==> src/rtl/pll_lock_reset_seq.sv <==
// ============================================================================
// Module   : pll_lock_reset_seq
// Purpose  : Per-domain PLL-lock reset sequencer with staged video/core
//            release and saturating lock-loss counter.
//            Optional macro PLL_SOFT_RESET_EN adds the soft_rst_req input.
// Revision : 1.0  initial release
// ============================================================================
`default_nettype none

module pll_lock_reset_seq #(
    parameter int SYNC_STAGES   = 2,
    parameter int STABLE_CYCLES = 1024,
    parameter int STAGE_GAP     = 16,
    parameter int CNT_W         = 8
) (
    input  logic             clk,
    input  logic             rst_n,
    input  logic             pll_locked,
`ifdef PLL_SOFT_RESET_EN
    input  logic             soft_rst_req,
`endif
    output logic             rst_video_n,
    output logic             rst_core_n,
    output logic             ready,
    output logic [CNT_W-1:0] lock_loss_cnt
);

    localparam int TIMER_MAX = (STABLE_CYCLES > STAGE_GAP) ? STABLE_CYCLES : STAGE_GAP;
    localparam int TIMER_W   = $clog2(TIMER_MAX);

    localparam logic [TIMER_W-1:0] STABLE_LAST = TIMER_W'(STABLE_CYCLES - 1);
    localparam logic [TIMER_W-1:0] GAP_LAST    = TIMER_W'(STAGE_GAP - 1);

    typedef enum logic [1:0] {
        ST_WAIT_LOCK = 2'd0,
        ST_STABLE    = 2'd1,
        ST_VID_UP    = 2'd2,
        ST_RUN       = 2'd3
    } state_t;

    state_t                 state_q, state_d;
    logic [SYNC_STAGES-1:0] sync_q, sync_d;
    logic [TIMER_W-1:0]     timer_q, timer_d;
    logic [CNT_W-1:0]       cnt_q, cnt_d;
    logic                   rst_video_n_q, rst_video_n_d;
    logic                   rst_core_n_q, rst_core_n_d;
    logic                   ready_q, ready_d;
    logic                   lock_s;
    logic                   soft_req;

`ifdef PLL_SOFT_RESET_EN
    assign soft_req = soft_rst_req;
`else
    assign soft_req = 1'b0;
`endif

    // Raw pll_locked is only ever sampled by the first synchroniser flop.
    assign sync_d = {sync_q[SYNC_STAGES-2:0], pll_locked};
    assign lock_s = sync_q[SYNC_STAGES-1];

    always_comb begin
        state_d = state_q;
        timer_d = timer_q + TIMER_W'(1);
        cnt_d   = cnt_q;

        case (state_q)
            ST_WAIT_LOCK: begin
                if (lock_s) state_d = ST_STABLE;
            end
            ST_STABLE: begin
                if (!lock_s)                   state_d = ST_WAIT_LOCK;
                else if (soft_req)             timer_d = '0;
                else if (timer_q == STABLE_LAST) state_d = ST_VID_UP;
            end
            ST_VID_UP: begin
                if (!lock_s) begin
                    state_d = ST_WAIT_LOCK;
                    if (cnt_q != {CNT_W{1'b1}}) cnt_d = cnt_q + CNT_W'(1);
                end else if (soft_req) begin
                    state_d = ST_STABLE;
                end else if (timer_q == GAP_LAST) begin
                    state_d = ST_RUN;
                end
            end
            ST_RUN: begin
                if (!lock_s) begin
                    state_d = ST_WAIT_LOCK;
                    if (cnt_q != {CNT_W{1'b1}}) cnt_d = cnt_q + CNT_W'(1);
                end else if (soft_req) begin
                    state_d = ST_STABLE;
                end
            end
            default: state_d = ST_WAIT_LOCK;
        endcase

        // Timer only runs in STABLE/VID_UP and restarts on every transition.
        if (state_d != state_q || state_q == ST_WAIT_LOCK || state_q == ST_RUN)
            timer_d = '0;

        rst_video_n_d = (state_d == ST_VID_UP) || (state_d == ST_RUN);
        rst_core_n_d  = (state_d == ST_RUN);
        ready_d       = (state_d == ST_RUN);
    end

    always_ff @(posedge clk or negedge rst_n) begin
        if (!rst_n) begin
            sync_q        <= '0;
            state_q       <= ST_WAIT_LOCK;
            timer_q       <= '0;
            cnt_q         <= '0;
            rst_video_n_q <= 1'b0;
            rst_core_n_q  <= 1'b0;
            ready_q       <= 1'b0;
        end else begin
            sync_q        <= sync_d;
            state_q       <= state_d;
            timer_q       <= timer_d;
            cnt_q         <= cnt_d;
            rst_video_n_q <= rst_video_n_d;
            rst_core_n_q  <= rst_core_n_d;
            ready_q       <= ready_d;
        end
    end

    assign rst_video_n   = rst_video_n_q;
    assign rst_core_n    = rst_core_n_q;
    assign ready         = ready_q;
    assign lock_loss_cnt = cnt_q;

endmodule

`default_nettype wire

==> config.mk <==
export PLATFORM = sky130hd
export DESIGN_NAME = pll_lock_reset_seq
export DESIGN_NICKNAME = d
export VERILOG_FILES = /design/src/rtl/pll_lock_reset_seq.sv
export SDC_FILE = /design/constraint.sdc
export NUM_CORES = 1
export LEC_CHECK = 0
export ABC_AREA = 1
export CAP_MARGIN = 20
export CORE_ASPECT_RATIO = 1.4
export CORE_MARGIN = 3
export CORE_UTILIZATION = 55
export CTS_BUF_LIST = sky130_fd_sc_hd__clkbuf_2
export DETAILED_ROUTE_END_ITERATION = 16
export HOLD_SLACK_MARGIN = 0.02
export PLACE_DENSITY = 0.78
export SETUP_SLACK_MARGIN = 0.05
export SLEW_MARGIN = 10
export SYNTH_ARGS = -nofsm -noshare
export SYNTH_HDL_FRONTEND = slang
export SYNTH_SLANG_ARGS = --single-unit
export TNS_END_PERCENT = 50
==> constraint.sdc <==
create_clock -name clk -period 2.44 [get_ports clk]
set_clock_uncertainty 0.05 [all_clocks]
set_input_delay 0.366 -clock clk [delete_from_list [all_inputs] [get_ports clk]]
set_output_delay 0.366 -clock clk [all_outputs]
set_load 0.02 [all_outputs]
==> impl_metrics.json <==
{
  "status": "completed",
  "cp_slowest_cell": "clkdlybuf4s50_1",
  "cts_setup_buffers": 0,
  "gp_congestion": 0.8143,
  "initial_core_util_pct": 59.85,
  "slowest_delay_ps": 640,
  "cp_top_family": "buffers and inverters",
  "synth_common_cells": "nand2_1 (28), dfrtp_1 (23), inv_1 (13)",
  "multiInputGateArea_um2": 578.1,
  "drive_gt1_share_pct": 22.15,
  "fin_util_pct": 68.48,
  "synthXorXnorAreaFrac_pct": 10.74,
  "rsz0062_at_grt": "false",
  "cts_buffers": 3,
  "irDropWorstVdd_uv": 471.0,
  "power_leakage_nw": 0.6449,
  "cp-end-kind": "output port",
  "antenna_found_initial": 0,
  "relSlewSlack_pct": 80.80,
  "cts.clk_slew.worst_paths_ps": 200,
  "fill_cells": 172,
  "viasPerCell": 5.206,
  "fp-row-count": 19,
  "holdBufCountCts": 0,
  "synth_area_um2": 1224,
  "drt-met1-wl_um": 845,
  "grt_pass1_wl_mm": 3.505,
  "grt_pass1_vias": 853,
  "fin_ws_ps": 570.7,
  "ys_seq_area_share_pct": 47.03,
  "hold_viol": 0,
  "period_share_pct": 76.61,
  "yosysWarnings": 0,
  "synth_area_leaders": "dfrtp_1 (47%), nand2_1 (8.6%), xor2_1 (6.4%), nor2_2 (5.6%), xnor2_1 (4.3%)",
  "dp_slack_ps": 839.8,
  "clockBufferDepth": 2,
  "crit_chain": "clkdlybuf4s50_1",
  "core_area_um2": 2044,
  "wl_per_cell_um": 11.70,
  "drv_slew": 0,
  "ys_seq_elements": 23,
  "period_minus_slack_ps": 1869,
  "syn-instance-count": 132,
  "syn_area_per_cell_um2": 9.270,
  "yosys-mux-area-fraction_pct": 0,
  "timing.fmax_mhz": 535.0,
  "synth_fa_ha_area_share_pct": 2.045,
  "num_vias": 885,
  "clock_tree.root_cell": "clkbuf_2",
  "r2r-start": "lock_loss_cnt[1]",
  "seq_power_share_pct": 52.4,
  "whs_ps": 293.2,
  "synth_compound_area_share_pct": 3.374,
  "required_ps": 2020,
  "regToRegEndpoint": "lock_loss_cnt[2]",
  "die-width_um": 45.87,
  "worst_ep_arrival_time_ps": 1450,
  "grt_overflow": 0,
  "crit_path_start_kind": "flip-flop",
  "clkLatencyLatePin_ps": 320,
  "cts_resized": 0,
  "insertedDiodeCount": 0,
  "cts.sinks": 23,
  "htreeDepth": 1,
  "drtIter0Drc": 15,
  "synth_top_area_share_pct": 47.03,
  "die_area_um2": 2835,
  "power_mw": 0.8162,
  "highest_layer": "met4",
  "dp_hpwl_mm": 1.534,
  "place_area_um2": 1380,
  "track_usage_pct": 16.80,
  "synthSimpleGateAreaFrac_pct": 31.08,
  "grt_max_degree": 24,
  "area_growth_pct": 14.42,
  "wl_mm": 1.989,
  "synth_edf_count": 0,
  "synthFlopType": "dfrtp_1",
  "cp_max_fo": 6,
  "p_per_area_nw_per_um2": 583.0,
  "setup_viol": 0,
  "async_flop_share_pct": 100.0,
  "fin_area_um2": 1400,
  "synth_top_family_by_area": "simple AND/OR/NAND/NOR gates",
  "regArea_um2": 575.6,
  "p_sw_mw": 0.2963,
  "power_frac_clock_pct": 18.1,
  "ant_nets": 0,
  "critPathKind": "flip-flop to output port",
  "portBuffers": 13,
  "ios": 14,
  "worstMarginPinSlew_ps": 288.0,
  "synth_cell_types": 25,
  "remaining_drc_errors": 0,
  "fin_tns_setup_ps": 0,
  "firstDrtPassIters": 4,
  "critPathBufInv": 1,
  "rrSetupSlack_ps": 820,
  "dp_cells": 166,
  "wl_met2_mm": 1.058,
  "cts_tree": "done",
  "drv_cap": 0,
  "hp-class": "input port to asynchronous set/reset pin",
  "power.share.switching_pct": 36.30,
  "synth.most_common_cell": "nand2_1",
  "syn-num-nets": 137,
  "fp.dieH_um": 61.81,
  "pwr-share-comb_pct": 29.5,
  "synth_area_leader_cell": "dfrtp_1",
  "p_int_mw": 0.5199,
  "dr_wl_met3_um": 54,
  "reg2regPathDepth": 8,
  "fin_cells": 170,
  "nNetsFinal": 155
}
-- layout make-up --
cell class / instances / area share [%]
repair buffers: 14 / 9.830
well taps: 21 / 1.877
multi-input cells: 92 / 41.29
inverters: 16 / 4.468
flip-flops and latches: 23 / 41.11
clock buffers: 3 / 1.072
clock inverters: 1 / 0.3575
-- cell families after synthesis --
| kind of cell | count (synthesis) |
|---|---|
| buf+inv | 17 |
| xor+xnor | 15 |
| compound gates | 6 |
| fa+ha+maj | 2 |
| flops | 23 |
| simple gates | 69 |
-- power by group through the flow --
stage	Sequential (mW)	Combinational, mW	Clock, mW
global route	0.432	0.268	0.165
detailed placement	0.435	0.245	0
finish	0.428	0.241	0.147
floorplan	0.432	0.205	0
CTS	0.428	0.247	0.154
global placement	0.434	0.239	0
-- layer usage --
layer | GRT usage, % | vias up
met1 | 19.82 | 427
met2 | 29.92 | 14
met4 | 7.317 | 0
li1 | - | 440
met5 | 0 | -
met3 | 2.017 | 4
-- flip-flops by register name, summed over array words and instances, names as in the netlist --
signal,flops
timer_q,10
ready,1
state_q,1
sync_q,2
rst_video_n,1
lock_loss_cnt,8
-- worst max path at each step --
stage | from | end | slack, ps | cells after the start
after global placement | lock_loss_cnt[1] | lock_loss_cnt[2] | 920 | 8
after global routing | rst_video_n | rst_video_n | 470 | 1
after detailed placement | lock_loss_cnt[1] | lock_loss_cnt[2] | 840 | 8
final | rst_video_n | rst_video_n | 570 | 1
after floorplan | lock_loss_cnt[1] | lock_loss_cnt[4] | 880 | 7
after CTS | rst_video_n | rst_video_n | 550 | 1
-- layout by cell type, fill, tap and decap left out --
master,instances
clkdlybuf4s50_1,13
and2_1,1
nand3_2,2
nor3_1,1
nor3_2,1
o21ai_4,1
nor2_2,11
ha_1,2
xor2_1,9
buf_4,1
nand4_1,2
clkbuf_2,3
inv_1,13
nor2_4,3
nand2_8,1
inv_2,2
nand3_1,6
clkinv_2,1
nor2_1,7
dfrtp_1,23
o21ai_0,2
nand2_2,5
inv_4,1
nand2_4,1
a21oi_1,2
xnor2_1,6
nand2_1,28
o21ai_1,1
(Power assumes the default switching activity.)
